$ cat src/rtl/envelope_detector.sv
// Rectify-and-track amplitude envelope with hysteretic note gate; 2-cycle latency, 1 sample/cycle.
// No backpressure: every sample_valid is accepted, idle cycles hold all outputs.
module envelope_detector #(
  parameter int SAMPLE_W     = 16,
  parameter int HOLD_SAMPLES = 64,
  parameter int HOLD_W       = 8
) (
  input  logic                       clock,
  input  logic                       reset,
  input  logic                       sample_valid,
  input  logic signed [SAMPLE_W-1:0] sample_in,
  input  logic        [3:0]          attack,
  input  logic        [3:0]          decay,
  input  logic        [SAMPLE_W-1:0] thresh_on,
  input  logic        [SAMPLE_W-1:0] thresh_off,
  output logic        [SAMPLE_W-1:0] envelope,
  output logic                       env_valid,
  output logic                       gate,
  output logic                       onset,
  output logic        [SAMPLE_W-1:0] peak,
  output logic        [1:0]          state
);

  localparam logic [SAMPLE_W-1:0] MAX_MAG = {1'b0, {(SAMPLE_W-1){1'b1}}};
  localparam logic [SAMPLE_W-1:0] ONE     = {{(SAMPLE_W-1){1'b0}}, 1'b1};
  localparam logic [HOLD_W-1:0]   HOLD_END = HOLD_W'(HOLD_SAMPLES);

  typedef enum logic [1:0] {
    S_IDLE    = 2'd0,
    S_ATTACK  = 2'd1,
    S_SUSTAIN = 2'd2,
    S_RELEASE = 2'd3
  } state_t;

  // ---------------- stage 1: rectify ----------------
  logic [SAMPLE_W-1:0] w_in_u;
  logic [SAMPLE_W-1:0] w_abs;
  logic [SAMPLE_W-1:0] w_rect;

  assign w_in_u = sample_in;
  assign w_abs  = sample_in[SAMPLE_W-1] ? (~w_in_u) + ONE : w_in_u;
  // Only the most-negative code wraps back to a set MSB.
  assign w_rect = w_abs[SAMPLE_W-1] ? MAX_MAG : w_abs;

  logic                r_s1_vld;
  logic [SAMPLE_W-1:0] r_rect;

  always_ff @(posedge clock) begin
    if (reset) begin
      r_s1_vld <= 1'b0;
      r_rect   <= '0;
    end else begin
      r_s1_vld <= sample_valid;
      if (sample_valid) r_rect <= w_rect;
    end
  end

  // ---------------- stage 2: envelope + gate ----------------
  logic                r_env_vld;
  logic                r_onset;
  logic [SAMPLE_W-1:0] r_env;
  logic [SAMPLE_W-1:0] r_peak;
  logic [HOLD_W-1:0]   r_hold;
  state_t              r_state;

  logic                w_rising;
  logic                w_falling;
  logic [SAMPLE_W-1:0] w_diff;
  logic [3:0]          w_shift;
  logic [SAMPLE_W-1:0] w_step_raw;
  logic [SAMPLE_W-1:0] w_step;
  logic [SAMPLE_W-1:0] w_env_sum;
  logic [SAMPLE_W-1:0] w_env_new;
  logic [SAMPLE_W-1:0] w_toff;
  logic [SAMPLE_W-1:0] w_peak_max;
  logic                w_above_on;
  logic                w_below_off;
  logic [HOLD_W-1:0]   w_hold_inc;

  assign w_rising   = r_rect > r_env;
  assign w_falling  = r_rect < r_env;
  // Both operands are bounded by MAX_MAG, so the difference fits in SAMPLE_W bits.
  assign w_diff     = w_rising ? r_rect - r_env : r_env - r_rect;
  assign w_shift    = w_rising ? attack : decay;
  assign w_step_raw = w_diff >> w_shift;
  // Minimum step of 1 so the envelope lands exactly on a steady input.
  assign w_step     = (w_step_raw == '0 && w_diff != '0) ? ONE : w_step_raw;

  always_comb begin
    w_env_sum = r_env;
    if (w_rising)       w_env_sum = r_env + w_step;
    else if (w_falling) w_env_sum = r_env - w_step;
  end

  assign w_env_new   = (w_env_sum > MAX_MAG) ? MAX_MAG : w_env_sum;
  assign w_toff      = (thresh_off < thresh_on) ? thresh_off : thresh_on;
  assign w_above_on  = w_env_new >= thresh_on;
  assign w_below_off = w_env_new < w_toff;
  assign w_peak_max  = (w_env_new > r_peak) ? w_env_new : r_peak;
  assign w_hold_inc  = r_hold + 1'b1;

  always_ff @(posedge clock) begin
    if (reset) begin
      r_env_vld <= 1'b0;
      r_onset   <= 1'b0;
      r_env     <= '0;
      r_peak    <= '0;
      r_hold    <= '0;
      r_state   <= S_IDLE;
    end else begin
      r_env_vld <= r_s1_vld;
      r_onset   <= 1'b0;
      if (r_s1_vld) begin
        r_env <= w_env_new;
        case (r_state)
          S_IDLE: begin
            if (w_above_on) begin
              r_state <= S_ATTACK;
              r_onset <= 1'b1;
              r_peak  <= w_env_new;
            end
          end
          S_ATTACK: begin
            r_peak <= w_peak_max;
            if (w_below_off) begin
              r_state <= S_RELEASE;
              r_hold  <= '0;
            end else if (!w_rising) begin
              r_state <= S_SUSTAIN;
            end
          end
          S_SUSTAIN: begin
            // A renewed rise while sustaining does not retrigger the note.
            r_peak <= w_peak_max;
            if (w_below_off) begin
              r_state <= S_RELEASE;
              r_hold  <= '0;
            end
          end
          S_RELEASE: begin
            if (w_above_on) begin
              r_state <= S_ATTACK;
              r_onset <= 1'b1;
              r_peak  <= w_env_new;
            end else begin
              r_peak <= w_peak_max;
              r_hold <= w_hold_inc;
              if (w_hold_inc == HOLD_END) r_state <= S_IDLE;
            end
          end
          default: r_state <= S_IDLE;
        endcase
      end
    end
  end

  assign envelope  = r_env;
  assign env_valid = r_env_vld;
  assign onset     = r_onset;
  assign peak      = r_peak;
  assign state     = r_state;
  assign gate      = (r_state != S_IDLE);

endmodule

$ cat config.mk
export PLATFORM = sky130hd
export DESIGN_NAME = envelope_detector
export DESIGN_NICKNAME = d
export VERILOG_FILES = /design/src/rtl/envelope_detector.sv
export SDC_FILE = /design/constraint.sdc
export NUM_CORES = 1
export LEC_CHECK = 0
export BUFFER_PORTS_ARGS = -buffer_cell sky130_fd_sc_hd__buf_2
export CELL_PAD_IN_SITES_DETAIL_PLACEMENT = 0
export CELL_PAD_IN_SITES_GLOBAL_PLACEMENT = 1
export CORE_MARGIN = 3
export CORE_UTILIZATION = 45
export CTS_CLUSTER_SIZE = 24
export DETAILED_ROUTE_END_ITERATION = 10
export PLACE_DENSITY = 0.89
export SETUP_SLACK_MARGIN = 0.5
export SYNTH_ARGS = -nofsm -noshare
export SYNTH_HDL_FRONTEND = slang
export SYNTH_SLANG_ARGS = --single-unit
$ cat constraint.sdc
create_clock -name clock -period 12.67 [get_ports clock]
set_input_delay 0.6335 -clock clock [delete_from_list [all_inputs] [get_ports clock]]
set_output_delay 0.6335 -clock clock [all_outputs]
set_load 0.005 [all_outputs]
==> results of run 1 <==
## worst max-delay path by stage
stage | startpoint | endpoint | slack [ns] | cells after the start
2_1_floorplan | envelope[1]$_SDFFE_PP0P_ | peak[0]$_SDFFE_PP0P_ | 3.78 | 41
3_3_place_gp | envelope[1]$_SDFFE_PP0P_ | peak[0]$_SDFFE_PP0P_ | 1.97 | 36
3_5_place_dp | envelope[7]$_SDFFE_PP0P_ | peak[0]$_SDFFE_PP0P_ | 1.78 | 37
4_1_cts | envelope[7]$_SDFFE_PP0P_ | peak[0]$_SDFFE_PP0P_ | 1.73 | 37
5_1_grt | envelope[12]$_SDFFE_PP0P_ | peak[0]$_SDFFE_PP0P_ | 0.64 | 38
6_report | envelope[6]$_SDFFE_PP0P_ | peak[0]$_SDFFE_PP0P_ | 1.50 | 37
## cell usage in the layout, fill, tap and decap left out, types with 19 or more instances in the layout
cell type,count
a211oi_1,34
a21o_1,42
a21oi_1,81
a221oi_1,19
buf_2,95
dfxtp_1,60
ha_1,134
inv_1,118
mux2i_1,50
nand2_1,58
nand3_1,19
nor2_1,120
nor3_1,22
o21ai_0,60
xnor2_1,28
## tightest hold or removal path, stage by stage (launching register included)
cell     delay [ns]
dfxtp_1        0.32
nand2_1        0.05
a21oi_1        0.05
## state kept, by name (all words and copies together) (netlist names)
| register | count |
|---|---|
| onset | 1 |
| peak | 16 |
| state | 2 |
| r_rect | 15 |
| env_valid | 1 |
| r_hold | 8 |
| envelope | 16 |
| r_s1_vld | 1 |
## area by class of cell
class / count / area share (%)
multi-input cells: 960 / 71.5
flip-flops and latches: 60 / 12.0
repair buffers: 105 / 5.49
inverters: 118 / 4.42
well taps: 265 / 3.31
clock buffers: 10 / 2.39
clock inverters: 6 / 0.874
## through the flow
stage               util (%)  hold slack, ns  setup WS (ns)
finish                  51.1           0.473           1.50
global route            51.1           0.509          0.643
CTS                     51.1           0.474           1.73
detailed placement      49.5           0.467           1.78
global placement        49.5           0.463           1.97
floorplan                  -           0.461           3.78
## logic make-up (layout without fill, tap and decap cells)
family / Yosys count / after routing / synth area share [%]
AOI/OAI and AO/OA: 398 / 398 / 31.4
xor gates and xnor gates: 44 / 44 / 4.35
adders and majority gates: 138 / 138 / 19.4
buffers and inverters: 169 / 239 / 7.44
DFF: 60 / 60 / 13.3
muxes: 58 / 58 / 6.83
other: 1 / 3 / 0.0415
and+or+nand+nor: 319 / 319 / 17.2
## layer usage
metal	share of wire, %	up-vias	GRT usage, %
met5	0	-	0
met4	2.3	0	6.85
met3	8.0	43	3.43
met2	44	403	40.1
met1	46	4359	37.5
li1	-	4499	-
## cell usage after synthesis (6+ instances only)
library cell,instances
a211oi_1,34
nor4_1,7
nor3_1,22
o21ai_0,60
a21boi_0,7
nand4_1,16
a211o_1,9
o221ai_1,11
and3_1,8
a221o_1,7
o21a_1,6
ha_1,134
or2_2,7
a22oi_1,13
and2_1,9
o21ai_1,6
a21o_1,42
o21bai_1,7
mux2i_1,50
buf_2,9
a221oi_1,19
clkbuf_1,35
nor2b_1,11
inv_1,118
nor2_1,120
xor2_1,15
xnor2_1,28
a31oi_1,12
nand2_1,58
dfxtp_1,60
o22ai_1,11
nand2b_1,17
nand3_1,19
o211ai_1,13
a21oi_1,81
==> key figures, run 1 <==
Run status
  – Status: complete, no violations

Final layout
  – Layout Nets: 1451
  – Design area: 10000 µm²
  – Multi-input gate area: 7170 µm²
  – Storage element area: 1200 µm²
  – Post-Layout Cell Count: 1524
  – Antenna diodes: 0
  – Layout area overhead: 10.9%
  – Fill count: 1926
  – Share of layout cells above drive strength 1: 12.9%

Synth
  – Flops & latches, synth: 60
  – Yosys top cell area share: 18.6%
  – Sequential fraction of the synthesis area: 13.3%
  – Top_reg_cell synth: dfxtp_1
  – Area leader, netlist: ha_1
  – Distinct cells, synth: 89
  – Main area contributors after synthesis: ha_1 19%, dfxtp_1 13%, mux2i_1 5.5%, nor2_1 5.0%, inv_1 4.9%
  – Synth Area per Inst: 7.61 µm²
  – Post-Synthesis Cells: 1187
  – Syn. warnings: 0
  – Async set or reset register ratio after synthesis: 0%
  – Cell area after synthesis: 9030 µm²
  – EDFF count, synth: 0

Timing
  – F_max: 89.5 MHz
  – Slew HR: 24.7%
  – Slew Limit Fails: 0
  – RSZ-0062 raised after global routing: no
  – Final period utilization: 88.2%
  – Setup Viol. Count Final: 0
  – Worst-margin pin slew: 1.13 ns
  – Worst Skew: 0.00392 ns
  – Hold Fails Final Rpt: 0
  – Period minus WS final: 11.17 ns
  – Setup tns final: 0 ns

Floorplan
  – Row cnt: 51
  – IO Pins: 96
  – Initial Utilization: 46.1%
  – DIE HEIGHT: 148 µm
  – Die Width: 148 µm
  – Core Footprint: 19600 µm²
  – Die area: 21800 µm²

CTS
  – Postcts setup bufs: 0
  – Clock transition at path regs: 0.06 ns
  – H-tree levels: 3
  – CTS Hold Bufs: 0
  – CTS Buf Count: 9
  – Max clock buf depth: 2
  – Worst-skew pair later-pin latency: 0.33 ns
  – Clock root cell: clkbuf_16
  – Clock Sink Count: 60
  – Resized cells post-CTS: 0
  – CTS tree: yes

Global route
  – First-pass GRT wire length: 45900 µm
  – Largest net degree at the start of global routing: 59
  – GRT Overall Usage: 25.8%
  – Number of global-route vias before repair: 8676
  – Remaining Overflow, GRT: 0
  – Initial antenna violation count: 0

Worst setup path
  – Crit path buffers/inverters: 2
  – Family with the most delay on the worst path: compound AO/OA/AOI/OAI gates
  – CP peak stage delay: 0.93 ns
  – Reg2reg setup slack: 1.50 ns
  – Worst Path Required: 12.92 ns
  – R2r startpoint: envelope[6]$_SDFFE_PP0P_
  – Reg2Reg Capture Point: peak[0]$_SDFFE_PP0P_
  – Crit-path max FO: 29
  – CP dominant cell by count: o21ai_0
  – Startpoint types: flop
  – FF-to-FF path depth: 37
  – Arrival time worst endpoint: 11.42 ns
  – Kind of critical path: reg2reg
  – Critical path endpoint category: flop
  – Slowest cell on crit path: a21oi_1

Route
  – Final wirelength: 28700 µm
  – Starting DRT DRC Count: 813
  – Final ANT Viol Nets: 0
  – Drt first pass iters: 5
  – Vias per Instance: 6.10
  – WL per Instance: 18.8 µm
  – Via count: 9304
  – Drt drc: 0

Placed design
  – Dpl cell area: 9690 µm²
  – Port bufs: 95
  – DP HPWL: 22900 µm
  – GP Congestion: 0.990
  – Placed cell count: 1508

Run
  – # Max-Cap Violations: 0

Hold path
  – Hold WC Path Type: reg2reg
  – Min-delay src: peak[14]$_SDFFE_PP0P_
  – WHS Path Cells: 2
  – Worst Hold Endpoint: peak[14]$_SDFFE_PP0P_
Power of run 1 is not shown: default switching activity piles up to over one toggle a cycle in this logic, so the estimate is an artifact.
==> run 2: changes to the inputs <==
CORE_UTILIZATION = 42   (was 45)
CTS_BUF_LIST = sky130_fd_sc_hd__clkbuf_8   (was not set)
PLACE_DENSITY = 0.88   (was 0.89)
RECOVER_POWER = 25   (was not set)
clock period = 9.1 ns   (was 12.67 ns; I/O delays follow)
==> run 2 against run 1 <==
The flow now finishes with violations (capacitance limit, slew limit). Clock skew up 0.0036 ns. Flip-flop and latch count unchanged. Via count up 11%. Cell count up 12%. Die area up 6.9%. Utilization up 6.2 points. Design area up 21%.
==> key figures, run 2 (same netlist as run 1, synthesis figures left out) <==
Run status
  – Status: finished with violations (was complete, no violations)
  – Violated checks: capacitance limit, slew limit

Floorplan
  – IO Pins: 96 (unchanged)
  – DIE HEIGHT: 153 µm (was 148 µm)
  – Initial Utilization: 42.8% (was 46.1%)
  – Core Footprint: 21100 µm² (was 19600 µm²)
  – Row cnt: 53 (was 51)
  – Die Width: 153 µm (was 148 µm)
  – Die area: 23300 µm² (was 21800 µm²)

Timing
  – Hold WS: 0.406 ns (was 0.473 ns)
  – Worst Skew: 0.00752 ns (was 0.00392 ns)
  – Hold Fails Final Rpt: 0 (unchanged)
  – F_max: 114 MHz (was 89.5 MHz)
  – Setup Viol. Count Final: 0 (unchanged)
  – Final period utilization: 96.3% (was 88.2%)
  – Setup tns final: 0 ns (unchanged)
  – RSZ-0062 raised after global routing: yes (was no)
  – Slew HR: -85.4% (was 24.7%)
  – Slew Limit Fails: 59 (was 0)
  – Worst-margin pin slew: 2.78 ns (was 1.13 ns)
  – Period minus WS final: 8.77 ns (was 11.17 ns)

Worst setup path
  – Critical path endpoint category: flop (unchanged)
  – Arrival time worst endpoint: 8.90 ns (was 11.42 ns)
  – Startpoint types: flop (unchanged)
  – Reg2Reg Capture Point: peak[1]$_SDFFE_PP0P_ (was peak[0]$_SDFFE_PP0P_)
  – R2r startpoint: envelope[6]$_SDFFE_PP0P_ (unchanged)
  – Critical path endpoint: peak[1]$_SDFFE_PP0P_ (was peak[0]$_SDFFE_PP0P_)
  – CP dominant cell by count: buf_6 (was o21ai_0)
  – Reg2reg setup slack: 0.33 ns (was 1.50 ns)
  – FF-to-FF path depth: 47 (was 37)
  – Crit-path max FO: 8 (was 29)
  – Slowest cell on crit path: mux4_2 (was a21oi_1)
  – CP peak stage delay: 0.50 ns (was 0.93 ns)
  – Crit path launch: envelope[6]$_SDFFE_PP0P_ (unchanged)
  – Worst Path Required: 9.24 ns (was 12.92 ns)
  – Kind of critical path: reg2reg (unchanged)

Placed design
  – Dpl cell area: 10600 µm² (was 9690 µm²)
  – Port bufs: 95 (unchanged)
  – Placed cell count: 1637 (was 1508)
  – DP HPWL: 25300 µm (was 22900 µm)
  – GP Congestion: 0.985 (was 0.990)

CTS
  – Clock transition at path regs: 0.08 ns (was 0.06 ns)
  – Max clock buf depth: 2 (unchanged)
  – CTS tree: yes (unchanged)
  – Clock Sink Count: 60 (unchanged)
  – H-tree levels: 3 (unchanged)
  – CTS Buf Count: 9 (unchanged)
  – Clock root cell: clkbuf_8 (was clkbuf_16)
  – Worst-skew pair later-pin latency: 0.35 ns (was 0.33 ns)
  – CTS Hold Bufs: 0 (unchanged)

Global route
  – Largest net degree at the start of global routing: 59 (unchanged)
  – First-pass GRT wire length: 50100 µm (was 45900 µm)
  – Remaining Overflow, GRT: 0 (unchanged)
  – Number of global-route vias before repair: 9579 (was 8676)
  – Initial antenna violation count: 1 (was 0)
  – GRT Overall Usage: 26.0% (was 25.8%)

Run
  – # Max-Cap Violations: 1 (was 0)

Final layout
  – Layout area overhead: 33.9% (was 10.9%)
  – Commonest non-fill, non-tap cell in the layout: buf_4 (was ha_1)
  – Post-Layout Cell Count: 1700 (was 1524)
  – Layout Nets: 1617 (was 1451)
  – Antenna diodes: 0 (unchanged)
  – Commonest cells after routing, fill and taps aside: 152 x buf_4, 124 x ha_1, 115 x nor2_1 (was 134 x ha_1, 120 x nor2_1, 118 x inv_1)
  – Share of layout cells above drive strength 1: 31.2% (was 12.9%)
  – Design area: 12100 µm² (was 10000 µm²)

Hold path
  – Hold WC Path Type: in2reg (was reg2reg)

Route
  – Drt drc: 0 (unchanged)
  – Vias per Instance: 6.06 (was 6.10)
  – Final wirelength: 33600 µm (was 28700 µm)
  – Starting DRT DRC Count: 1050 (was 813)
  – Final ANT Viol Nets: 0 (unchanged)
  – Via count: 10301 (was 9304)
  – WL per Instance: 19.8 µm (was 18.8 µm)
  – Drt first pass iters: 7 (was 5)
run 2: how the worst min path moves through the flow:
stage,to,slack [ns],startpoint,depth (start not counted)
after floorplan,peak[10]$_SDFFE_PP0P_,0.46,peak[10]$_SDFFE_PP0P_,2
after global placement,peak[14]$_SDFFE_PP0P_,0.46,peak[14]$_SDFFE_PP0P_,2
after detailed placement,peak[14]$_SDFFE_PP0P_,0.46,peak[14]$_SDFFE_PP0P_,2
after CTS,r_rect[0]$_SDFFE_PP0P_,0.40,sample_in[0],3
after global routing,r_rect[0]$_SDFFE_PP0P_,0.40,sample_in[0],3
final,r_rect[0]$_SDFFE_PP0P_,0.41,sample_in[0],3
run 2: layer usage:
layer / track usage (%) / part of all wire, % / vias to the layer above
li1: - / - / 4841
met1: 36.6 / 44 / 4911
met2: 41.0 / 44 / 448
met3: 3.49 / 7.6 / 99
met4: 8.78 / 4.2 / 2
met5: 0 / 0.045 / -
run 2: final cells by class:
cell class / instances / area [µm²]
sequential: 60 / 1210
clock buffer: 10 / 138
inverter: 118 / 445
timing repair buffer: 271 / 1860
tap: 275 / 344
fill: 1912 / 8990
multi-input combinational: 960 / 8030
clock inverter: 6 / 72.6
run 2: timing repair:
action	CTS	global route
endpoints found under the setup margin	27	27
resized for setup	73	137
pin swaps	41	66
setup buffers	19	26
gates cloned	2	0
run 2: critical path: cells and delay by family (launching register included):
family | cells | cell delay (ns)
fa+ha+maj | 4 | 1.07
compound gates | 22 | 4.04
flops | 1 | 0.33
simple gates | 8 | 1.05
buf+inv | 12 | 1.54
mux | 1 | 0.50
run 2: metrics by stage:
step           utilization, %  worst slack (ns)
3_3_place_gp             50.3            -0.487
2_1_floorplan               -             0.601
6_report                 57.3             0.333
5_1_grt                  57.3            0.0335
3_5_place_dp             50.3            -0.502
4_1_cts                  53.5             0.503
Power of run 2 is left out for the same reason.
==> run 3: changes to the inputs <==
CORE_UTILIZATION = 50   (was 42)
PLACE_DENSITY = 0.95   (was 0.88)
clock period = 11.4 ns   (was 9.1 ns; I/O delays follow)
==> run 3 against run 2 <==
The run still ends with capacitance limit, slew limit left. Critical path depth decreased by 8. Count of clock-buffer cells in the layout increased by 1. Flip-flop and latch count unchanged. Global-route usage increased by 2.7 points. Maximum frequency decreased by 14%. Setup slack improved by 0.82 ns.
==> key figures, run 3 (same netlist as run 1, synthesis figures left out) <==
Timing
  – Period minus WS final: 10.24 ns (was 8.77 ns)
  – RSZ-0062 raised after global routing: no (was yes)
  – Worst Skew: 0.0143 ns (was 0.00752 ns)
  – Setup Viol. Count Final: 0 (unchanged)
  – Slew Limit Fails: 59 (unchanged)
  – Setup tns final: 0 ns (unchanged)
  – Worst-margin pin slew: 2.60 ns (was 2.78 ns)
  – F_max: 97.6 MHz (was 114 MHz)
  – Hold Fails Final Rpt: 0 (unchanged)
  – Final WS setup: 1.16 ns (was 0.333 ns)
  – Slew HR: -73.7% (was -85.4%)
  – Final period utilization: 89.9% (was 96.3%)
  – Hold WS: 0.483 ns (was 0.406 ns)

Final layout
  – Commonest cells after routing, fill and taps aside: 128 x ha_1, 119 x nor2_1, 117 x inv_1 (was 152 x buf_4, 124 x ha_1, 115 x nor2_1)
  – Layout area overhead: 11.8% (was 33.9%)
  – Share of layout cells above drive strength 1: 14.9% (was 31.2%)
  – Antenna diodes: 0 (unchanged)
  – Commonest non-fill, non-tap cell in the layout: ha_1 (was buf_4)
  – Fill count: 1636 (was 1912)
  – Final Core Density: 57.8% (was 57.3%)
  – Layout Nets: 1471 (was 1617)

Worst setup path
  – CP peak stage delay: 0.51 ns (was 0.50 ns)
  – Crit-path max FO: 12 (was 8)
  – Crit path buffers/inverters: 2 (was 12)
  – Startpoint types: flop (unchanged)
  – R2r startpoint: envelope[4]$_SDFFE_PP0P_ (was envelope[6]$_SDFFE_PP0P_)
  – Worst Path Required: 11.49 ns (was 9.24 ns)
  – Reg2reg setup slack: 1.16 ns (was 0.33 ns)
  – Critical path endpoint category: flop (unchanged)
  – Slowest cell on crit path: ha_2 (was mux4_2)
  – Kind of critical path: reg2reg (unchanged)
  – Crit path launch: envelope[4]$_SDFFE_PP0P_ (was envelope[6]$_SDFFE_PP0P_)
  – FF-to-FF path depth: 39 (was 47)
  – Reg2Reg Capture Point: state[0]$_SDFFE_PP0P_ (was peak[1]$_SDFFE_PP0P_)
  – Arrival time worst endpoint: 10.33 ns (was 8.90 ns)
  – Family with the most delay on the worst path: compound AO/OA/AOI/OAI gates (unchanged)

Floorplan
  – Die area: 19700 µm² (was 23300 µm²)
  – IO Pins: 96 (unchanged)
  – Core Footprint: 17500 µm² (was 21100 µm²)
  – Row cnt: 48 (was 53)
  – DIE HEIGHT: 140 µm (was 153 µm)
  – Die Width: 140 µm (was 153 µm)
  – Initial Utilization: 51.7% (was 42.8%)

Route
  – Top sig layer: met4 (was met5)
  – Via count: 9506 (was 10301)
  – Starting DRT DRC Count: 864 (was 1050)
  – Drt drc: 0 (unchanged)
  – Final ANT Viol Nets: 0 (unchanged)
  – Vias per Instance: 6.32 (was 6.06)
  – Met1 WL: 13200 µm (was 14800 µm)
  – Drt first pass iters: 8 (was 7)
  – Final wirelength: 29200 µm (was 33600 µm)
  – Metal3 WL: 2520 µm (was 2540 µm)
  – Met2 routed wirelength: 12700 µm (was 14900 µm)
  – WL per Instance: 19.4 µm (was 19.8 µm)

Global route
  – Initial antenna violation count: 0 (was 1)
  – Remaining Overflow, GRT: 0 (unchanged)
  – GRT Overall Usage: 28.7% (was 26.0%)
  – Number of global-route vias before repair: 8809 (was 9579)
  – Largest net degree at the start of global routing: 59 (unchanged)
  – First-pass GRT wire length: 46800 µm (was 50100 µm)

CTS
  – Worst-skew pair later-pin latency: 0.35 ns (about the same)
  – CTS Buf Count: 9 (unchanged)
  – Clock transition at path regs: 0.08 ns (about the same)
  – CTS tree: yes (unchanged)
  – CTS Hold Bufs: 0 (unchanged)
  – H-tree levels: 3 (unchanged)
  – Clock Sink Count: 60 (unchanged)
  – Clock root cell: clkbuf_8 (unchanged)
  – Max clock buf depth: 2 (unchanged)

Placed design
  – Port bufs: 95 (unchanged)
  – DP HPWL: 23200 µm (was 25300 µm)
  – Post-Place Setup Slack: 0.157 ns (was -0.502 ns)
  – GP Congestion: 0.999 (was 0.985)

Hold path
  – WHS Path Cells: 2 (was 3)
  – Hold WC Path Type: reg2reg (was in2reg)
  – Worst Hold Endpoint: peak[14]$_SDFFE_PP0P_ (was r_rect[0]$_SDFFE_PP0P_)
  – Min-delay src: peak[14]$_SDFFE_PP0P_ (was sample_in[0])

Run
  – # Max-Cap Violations: 1 (unchanged)

Run status
  – Violated checks: capacitance limit, slew limit (unchanged)
  – Status: finished with violations (unchanged)
[run 3: through the flow]
stage / std cells / instance area [µm²]
after floorplan: 1189 / 9040
after global placement: 1485 / 9770
after detailed placement: 1485 / 9770
after CTS: 1501 / 9990
after global routing: 1504 / 10100
final: 1504 / 10100
[run 3: worst max path at each step]
stage / to / slack [ns] / depth (start not counted)
2_1_floorplan: peak[0]$_SDFFE_PP0P_ / 2.51 / 41
3_3_place_gp: peak[13]$_SDFFE_PP0P_ / 0.59 / 38
3_5_place_dp: peak[13]$_SDFFE_PP0P_ / 0.16 / 39
4_1_cts: state[0]$_SDFFE_PP0P_ / 0.53 / 38
5_1_grt: state[0]$_SDFFE_PP0P_ / 0.46 / 40
6_report: state[0]$_SDFFE_PP0P_ / 1.16 / 39
[run 3: what timing repair did]
| action | 4_1_cts | 5_1_grt |
|---|---|---|
| endpoints found under the setup margin | 25 | 26 |
| pin swaps | 0 | 4 |
| resized for setup | 2 | 26 |
| buffers inserted | 0 | 3 |
[run 3: worst min-delay path, stage by stage (launching register included)]
cell and delay, ns:
dfxtp_1 0.33, nand2_1 0.06, a21oi_1 0.05
[run 3: layer usage]
metal,vias up,global-route usage (%)
met3,66,3.86
met4,0,8.47
met5,-,0
met2,473,44.5
li1,4550,-
met1,4417,41.5
[run 3: layout make-up]
| cell class | instances | area [µm²] | area share [%] |
|---|---|---|---|
| clock buffer | 11 | 151 | 1.50 |
| clock inverter | 5 | 60.1 | 0.595 |
| inverter | 118 | 443 | 4.39 |
| multi-input combinational | 960 | 7280 | 72.1 |
| sequential | 60 | 1200 | 11.9 |
| tap | 225 | 282 | 2.79 |
| timing repair buffer | 125 | 684 | 6.78 |
Power of run 3 is left out for the same reason.
